`src/rtl/frame_clearer.sv`:
```
// Frame clear engine: sweeps every pixel in raster order and writes CLEAR_COLOR through a valid/ready port.
// Optional depth-buffer clear in parallel when FRAME_CLEARER_DEPTH_EN is defined.
module frame_clearer #(
   parameter int                 H_RES       = 640,
   parameter int                 V_RES       = 480,
   parameter int                 ADDR_W      = 19,
   parameter int                 PIXEL_W     = 16,
   parameter logic [PIXEL_W-1:0] CLEAR_COLOR = '0
) (
   input  logic               Clk,
   input  logic               Reset,
   input  logic               clear_start,
   output logic               clear_done,
   output logic [9:0]         clear_DrawX,
   output logic [9:0]         clear_DrawY,
   output logic               wr_valid,
   input  logic               wr_ready,
   output logic [ADDR_W-1:0]  wr_addr,
   output logic [PIXEL_W-1:0] wr_data
`ifdef FRAME_CLEARER_DEPTH_EN
   ,
   output logic               z_wr_valid,
   input  logic               z_wr_ready,
   output logic [ADDR_W-1:0]  z_wr_addr,
   output logic [15:0]        z_wr_data
`endif
);

   localparam logic [9:0]        X_LAST   = 10'(H_RES - 1);
   localparam logic [9:0]        Y_LAST   = 10'(V_RES - 1);
   localparam logic [ADDR_W-1:0] ADDR_ONE = {{(ADDR_W-1){1'b0}}, 1'b1};

   if ((2 ** ADDR_W) < (H_RES * V_RES)) begin : g_addr_check
      $error("frame_clearer: ADDR_W too small for H_RES*V_RES");
   end

   typedef enum logic [1:0] {
      S_IDLE,
      S_SWEEP,
      S_DONE
   } state_t;

   state_t            r_state;
   state_t            w_state_nxt;
   logic [9:0]        r_x;
   logic [9:0]        r_y;
   logic [ADDR_W-1:0] r_addr;

   logic w_live;
   logic w_last;
   logic w_adv;

   // A sweep is only live while the request is still held; dropping it kills valid in the same cycle.
   assign w_live = (r_state == S_SWEEP) && clear_start;
   assign w_last = (r_x == X_LAST) && (r_y == Y_LAST);

`ifdef FRAME_CLEARER_DEPTH_EN
   logic r_c_acc;
   logic r_z_acc;
   logic w_c_set;
   logic w_z_set;

   assign wr_valid   = w_live && !r_c_acc;
   assign z_wr_valid = w_live && !r_z_acc;
   assign w_c_set    = r_c_acc | (wr_valid & wr_ready);
   assign w_z_set    = r_z_acc | (z_wr_valid & z_wr_ready);
   assign w_adv      = w_live && w_c_set && w_z_set;
   assign z_wr_addr  = r_addr;
   assign z_wr_data  = 16'hFFFF;

   // Per-pixel accepted flags; cleared whenever the pixel advances or the sweep stops.
   always_ff @(posedge Clk) begin
      if (Reset || !w_live || w_adv) begin
         r_c_acc <= 1'b0;
         r_z_acc <= 1'b0;
      end else begin
         r_c_acc <= w_c_set;
         r_z_acc <= w_z_set;
      end
   end
`else
   assign wr_valid = w_live;
   assign w_adv    = wr_valid & wr_ready;
`endif

   assign wr_addr     = r_addr;
   assign wr_data     = CLEAR_COLOR;
   assign clear_DrawX = r_x;
   assign clear_DrawY = r_y;

   always_ff @(posedge Clk) begin
      if (Reset) begin
         r_state <= S_IDLE;
      end else begin
         r_state <= w_state_nxt;
      end
   end

   // Abort takes priority over a transfer advance.
   always_comb begin
      w_state_nxt = r_state;
      clear_done  = 1'b0;
      unique case (r_state)
         S_IDLE: begin
            if (clear_start) w_state_nxt = S_SWEEP;
         end
         S_SWEEP: begin
            if (!clear_start)          w_state_nxt = S_IDLE;
            else if (w_adv && w_last)  w_state_nxt = S_DONE;
         end
         S_DONE: begin
            clear_done = 1'b1;
            if (!clear_start) w_state_nxt = S_IDLE;
         end
         default: w_state_nxt = S_IDLE;
      endcase
   end

   // Position counters; addr tracks y*H_RES+x incrementally and holds on the last pixel into DONE.
   always_ff @(posedge Clk) begin
      if (Reset) begin
         r_x    <= '0;
         r_y    <= '0;
         r_addr <= '0;
      end else begin
         unique case (r_state)
            S_SWEEP: begin
               if (!clear_start) begin
                  r_x    <= '0;
                  r_y    <= '0;
                  r_addr <= '0;
               end else if (w_adv && !w_last) begin
                  if (r_x == X_LAST) begin
                     r_x <= '0;
                     r_y <= r_y + 10'd1;
                  end else begin
                     r_x <= r_x + 10'd1;
                  end
                  r_addr <= r_addr + ADDR_ONE;
               end
            end
            S_DONE: begin
               if (!clear_start) begin
                  r_x    <= '0;
                  r_y    <= '0;
                  r_addr <= '0;
               end
            end
            default: begin
               r_x    <= '0;
               r_y    <= '0;
               r_addr <= '0;
            end
         endcase
      end
   end

endmodule

```
`config.mk`:
```
export PLATFORM = sky130hd
export DESIGN_NAME = frame_clearer
export DESIGN_NICKNAME = d
export VERILOG_FILES = /design/src/rtl/frame_clearer.sv
export SDC_FILE = /design/constraint.sdc
export NUM_CORES = 1
export LEC_CHECK = 0
export ABC_AREA = 0
export CAP_MARGIN = 20
export CORE_MARGIN = 2
export CORE_UTILIZATION = 43
export CTS_BUF_LIST = sky130_fd_sc_hd__clkbuf_16
export DETAILED_ROUTE_END_ITERATION = 10
export DONT_BUFFER_PORTS = 1
export GPL_TIMING_DRIVEN = 0
export PLACE_DENSITY_LB_ADDON = 0.05
export SYNTH_ARGS = -nofsm -noshare
export SYNTH_HDL_FRONTEND = slang
export SYNTH_SLANG_ARGS = --single-unit
```
`constraint.sdc`:
```
create_clock -name Clk -period 2.2 [get_ports Clk]
set_input_delay 0.44 -clock Clk [delete_from_list [all_inputs] [get_ports Clk]]
set_output_delay 0.44 -clock Clk [all_outputs]
set_load 0.01 [all_outputs]
```
==> run metrics, run 1 <==
ant diodes=0; first-pass GRT wire length=10100 um; cell with the most instances after synthesis=dfxtp_1; Post-Syn Instances=around 300; routed wire length=slightly above 6000 um; Placed Area=2490 um2; synth cell count leaders=dfxtp_1 (41), a21oi_1 (33), o21ai_0 (26); Total Power=1.53 mW; async set-or-reset flop fraction in the synthesized netlist=0%; Die Y=a little under 80 um; FF-to-FF path depth=7; final worst path period share=93.9%; CP required=2.36 ns; Mapped Area=between 2000 and 2500 um2; Post-Place Cells=380; Core Region=5170 um2; RSZ-0062 raised after global routing=false; sequential fraction of the synthesis area=35.0%; setup_tns=0 ns; Max clock buf depth=2; max-cap violation count=0; average size of a mapped cell=7.95 um2; CTS Buf Count=5; Post-Place Setup Slack=-0.283 ns; cell area after layout=2710 um2; Detailed Place HPWL=4340 um; Post-Synth XOR/XNOR Area=0.747%; r2r endpoint=clear_DrawY[6]; Final Wtd Congestion=0.813; # hold bufs at CTS=0; die area=around 6100 um2; fillers=506; Site Rows=26; worst hold slack=~0.35 ns; via/cell ratio=around 5.7; antenna violations before repair=0; router iterations before antenna repair=4; final setup violating endpoints=0; status=completed; worst setup margin=0.134 ns; vias in the first global route=around 2.0k; top area cells in the synthesized netlist=dfxtp_1 (35%), a21oi_1 (7.0%), o21ai_0 (5.5%); critical path class=reg2reg; Main synth FF type=dfxtp_1; Peak VDD IR=0.388 mV; Simple-Gate Fraction of Synth Area=~30%; CP Cell Sequence=ha_1 > nand3_2 > nor3_2 > buf_2 > nand3_1 > o311ai_1 > o41ai_1; synthesis-to-finish area growth=15.7%; DRC viols=0; Max stage delay on crit path=0.40 ns; Crit Path Max Fanout=10; Slew @ Worst Pin=0.589 ns; share of post-route cells with drive strength above 1=17.0%; Final Max Tran Viols=0; TritonCTS clock tree=built; complex-gate fraction of the synthesized area=24.2%; Die Wd=77.9 um; Hold Path Origin=Reset; Reg2Reg Setup Slack=0.13 ns; vias=2223; Netlist cell types=52; largest family of logic cells by synthesized area=simple AND/OR/NAND/NOR gates; Critical Path AT=2.22 ns; post-layout net count=329; H-tree levels=2; top cell type's share of synthesized area=35.0%; Initial Util=a little under half; WHS Path Cells=3; antenna-violating nets left=0; Yosys warnings=0; Reg-to-Reg Start=clear_DrawX[0]; Final Util=52.5%; multiplexer share of the synthesized area=0%; fmax=0.484 GHz; final hold vios=0; number of synthesized flops with an enable pin=0; largest net degree at the start of global routing=12; wire per inst=approximately 16 um; Power Dens Cells=566 nW/um2; I/O Buffers=0; Max Clock Skew=between 0.005 and 0.006 ns; clk sinks=41; Boundary Pins=61; Hold Path Class=in2reg; largest area contributor in the netlist=dfxtp_1; First DRT Iteration DRCs=102; Post-Synth Adder-Cell Area=1.60%; Overflow after GRT=0; hold path endpoint=wr_addr[6]; Leakage=0.930 nW; crit end category=register; critical path's slowest cell=dfxtp_2; Clock Pin Slew Worst Setup and Hold Paths=approximately 0.060 ns; Buf/Inv on CP=1; All-Layer GR Usage=20.7%; non-filler cells, final=393; clock root buffer=clkbuf_16; startpoint types=register; worst skew pair latency=0.28 ns; slew margin rel.=around three fifths; minimum clock period=2.07 ns; FF+latch count, synth=41; CP delay by family, top=simple AND/OR/NAND/NOR gates
worst min-delay path, stage by stage:
cell and delay [ns]:
nor2b_1 0.02, o21ai_0 0.05, o21ai_0 0.07
kinds of logic after synthesis:
kind of cell,Yosys count
buffers and inverters,34
AOI/OAI and AO/OA,92
DFF,41
other,1
adders and majority gates,3
and+or+nand+nor,122
xor gates and xnor gates,2
how the worst max path moves through the flow:
stage	to	cells past startpoint	slack, ns	start
final	clear_DrawY[6]	7	0.13	clear_DrawX[0]
after global routing	wr_addr[0]	8	0.003	clear_DrawY[0]
after CTS	clear_DrawY[2]	7	0.02	clear_DrawY[0]
after detailed placement	wr_addr[8]	6	-0.28	clear_DrawY[0]
after global placement	wr_addr[8]	6	-0.27	clear_DrawY[0]
after floorplan	wr_addr[8]	6	0.26	clear_DrawY[0]
report_power, final:
part           switching [mW]  internal, mW  total [mW]
Sequential            0.00357         0.745       0.748
Combinational          0.0557        0.0383      0.0940
Clock                   0.284         0.408       0.693
state kept, by name, summed over array words and instances, names as in the netlist:
signal,count
wr_addr,19
clear_DrawY,10
clear_DrawX,10
r_state,2
final cells by class:
cell class,count,area (um2),area share [%]
multi-input cells,235,1420,52.2
flip-flops and latches,41,826,30.4
plain buffers,27,184,6.78
clock buffers,5,125,4.61
well taps,70,87.6,3.23
repair buffers,5,37.5,1.38
inverters,7,26.3,0.968
clock inverters,3,11.3,0.415
placed cells by master, fill, tap and decap left out, types with 2 or more instances in the layout:
cell and instances:
a22o_1 2, or3_1 4, dfxtp_2 4, nor3_1 3, o41ai_1 2, o21ai_0 26, buf_6 2, nand2_1 25
clkbuf_16 5, a21oi_2 2, clkbuf_1 5, conb_1 16, nor3_2 3, nand3b_1 3, dfxtp_1 37, nor4_4 2
nand4b_1 2, inv_1 8, o31ai_1 10, a41oi_1 2, a31oi_1 3, ha_1 2, buf_2 3, and3_1 2
or4_1 8, a21oi_1 31, nor2_1 20, nand2b_1 4, nand3_1 17, o211ai_1 5, inv_2 2, nor2b_1 8
nand4_1 7, buf_4 21, or3b_1 2
routing by layer:
layer | vias up | GRT usage [%] | wire (um)
li1 | 1125 | - | -
met1 | 1030 | 27.2 | 2920
met2 | 66 | 32.1 | 2790
met3 | 2 | 6.86 | 431
met4 | 0 | 6.07 | 27
met5 | - | 0 | 0
what timing repair did:
item | in CTS | in global routing
setup buffers | 1 | 4
endpoints found under the setup margin | 30 | 29
gates resized for setup | 5 | 8
pin swaps | 1 | 2
No activity file was read; power rests on OpenSTA's default activity.
==> inputs of run 2 (changes only) <==
--- a/config.mk
+++ b/config.mk
@@ -7,6 +7,7 @@
 export LEC_CHECK = 0
 export ABC_AREA = 0
 export CAP_MARGIN = 20
+export CORE_ASPECT_RATIO = 1.2
 export CORE_MARGIN = 2
 export CORE_UTILIZATION = 43
 export CTS_BUF_LIST = sky130_fd_sc_hd__clkbuf_16
==> run metrics, run 2 (synthesized netlist as in run 1, its figures left out) <==
DRC viols=0 (unchanged); ant diodes=0 (unchanged); Max stage delay on crit path=0.49 ns (+0.09 ns); Max clock buf depth=2 (unchanged); vias=2204 (-0.85%); vias in the first global route=2113 (+6.8%); Site Rows=29 (+12%); router iterations before antenna repair=4 (unchanged); Peak VDD IR=0.352 mV (-9.3%); I/O Buffers=0 (unchanged); fillers=517 (+2.2%); First DRT Iteration DRCs=78 (-24%); crit end category=register; H-tree levels=2 (unchanged); TritonCTS clock tree=built; share of post-route cells with drive strength above 1=16.6% (-0.41 points); final worst path period share=94.0% (about the same); Initial Util=44.6% (-0.77 points); Total Power=1.53 mW (-0.44%); final setup violating endpoints=0 (unchanged); RSZ-0062 raised after global routing=false; slew margin rel.=60.0% (-0.45 points); minimum clock period=2.07 ns (+0.00143 ns); Slew @ Worst Pin=0.600 ns (+0.0107 ns); fmax=0.484 GHz (about the same); Hold Path Origin=clear_start; WHS Path Cells=2 (-1); max-cap violation count=0 (unchanged); FF-to-FF path depth=7 (unchanged); antenna violations before repair=0 (unchanged); wire per inst=15.9 um (+1.6%); Final Max Tran Viols=0 (unchanged); Boundary Pins=61 (unchanged); clock root buffer=clkbuf_16; setup_tns=0 ns (unchanged); Post-Place Cells=372 (-2.1%); r2r endpoint=wr_addr[17]; startpoint types=register; antenna-violating nets left=0 (unchanged); # hold bufs at CTS=0 (unchanged); Power Dens Cells=570 nW/um2 (+0.77%); hold path endpoint=r_state[1]; Final Wtd Congestion=0.828 (+1.8%); Detailed Place HPWL=4390 um (+1.2%); Reg-to-Reg Start=clear_DrawX[0]; Die Wd=71.4 um (-8.3%); critical path class=reg2reg; final hold vios=0 (unchanged); post-layout net count=326 (-0.91%); commonest non-fill, non-tap cells in the layout=dfxtp_1 (36), a21oi_1 (31), o21ai_0 (26); non-filler cells, final=381 (-3.1%); Max Clock Skew=0.00210 ns (-0.00323 ns); Die Y=84.9 um (+9.0%); Overflow after GRT=0 (unchanged); die area=6060 um2 (about the same); first-pass GRT wire length=10200 um (+1.4%); Core Region=5260 um2 (+1.7%); clk sinks=41 (unchanged); worst skew pair latency=0.28 ns (about the same); Leakage=0.904 nW (-2.9%); Critical Path AT=2.28 ns (+0.06 ns); via/cell ratio=5.78 (+2.3%); Final Util=51.0% (-1.5 points); Crit Path Max Fanout=5 (-5); CP Cell Sequence=ha_1 > nand3_1 > nor4_2 > a21o_4 > buf_4 > or4_1 > a21oi_1; status=completed; CTS Buf Count=5 (unchanged); synthesis-to-finish area growth=14.3%; CP required=2.41 ns (+0.05 ns); routed wire length=6070 um (-1.5%); critical path's slowest cell=or4_1; largest net degree at the start of global routing=12 (unchanged); max FFs per register=19 (unchanged); Reg2Reg Setup Slack=0.13 ns (about the same); All-Layer GR Usage=20.9% (+0.26 points); Hold Path Class=in2reg; commonest non-fill, non-tap cell in the layout=dfxtp_1; Clock Pin Slew Worst Setup and Hold Paths=0.06 ns (about the same)
run 2: changes by cell type in the layout (fill, tap and decap cells not counted), sizes merged:
cell,delta
buf,-3
inv,-2
clkinv,+1
run 2: layout make-up:
class                   instances  area, um2  share of cell area, %
multi-input cells             235       1420                   52.8
flip-flops and latches         41        827                   30.8
plain buffers                  27        186                   6.95
clock buffers                   5        125                   4.67
well taps                      62       77.6                   2.89
inverters                       7       26.3                  0.980
repair buffers                  2       15.0                  0.560
clock inverters                 2       7.51                  0.280
run 2: critical path: cells and delay by family (launching register included):
family / cells / cell delay [ns]
AOI/OAI and AO/OA: 2 / 0.41
adders and majority gates: 1 / 0.25
buffers and inverters: 1 / 0.15
DFF: 1 / 0.37
and+or+nand+nor: 3 / 0.82
run 2: per-layer routing:
metal  vias to the layer above  share of wire (%)  GRT usage [%]
met5                         -                  0              0
met4                         0                1.2           7.03
met1                      1053                 43           25.0
li1                       1114                  -              -
met2                        32                 52           36.4
met3                         5                4.1           5.11
run 2: how the worst max path moves through the flow:
stage,startpoint,to,slack [ns]
2_1_floorplan,clear_DrawY[0],wr_addr[8],0.26
3_3_place_gp,clear_DrawY[0],wr_addr[8],-0.28
3_5_place_dp,clear_DrawY[0],wr_addr[8],-0.28
4_1_cts,clear_DrawX[1],clear_DrawY[6],0.03
5_1_grt,wr_addr[0],wr_addr[16],0.003
6_report,clear_DrawX[0],wr_addr[17],0.13
run 2: power by group:
group	total (mW)	internal (mW)	switching, mW	leakage, nW
Sequential	0.748	0.745	0.00377	0.333
Combinational	0.0913	0.0359	0.0555	0.502
Clock	0.688	0.406	0.282	0.0685
run 2: what timing repair did:
action | in CTS | in global routing
endpoints found under the setup margin | 30 | 29
pin swaps | 1 | 3
resized for setup | 4 | 12
buffers inserted | 0 | 2
run 2: metrics by stage:
step / setup slack [ns] / area [um2] / hold slack, ns
floorplan: 0.259 / 2400 / 0.458
global placement: -0.279 / 2480 / 0.493
detailed placement: -0.279 / 2480 / 0.500
CTS: 0.0273 / 2630 / 0.350
global route: 0.00273 / 2680 / 0.361
finish: 0.133 / 2680 / 0.345
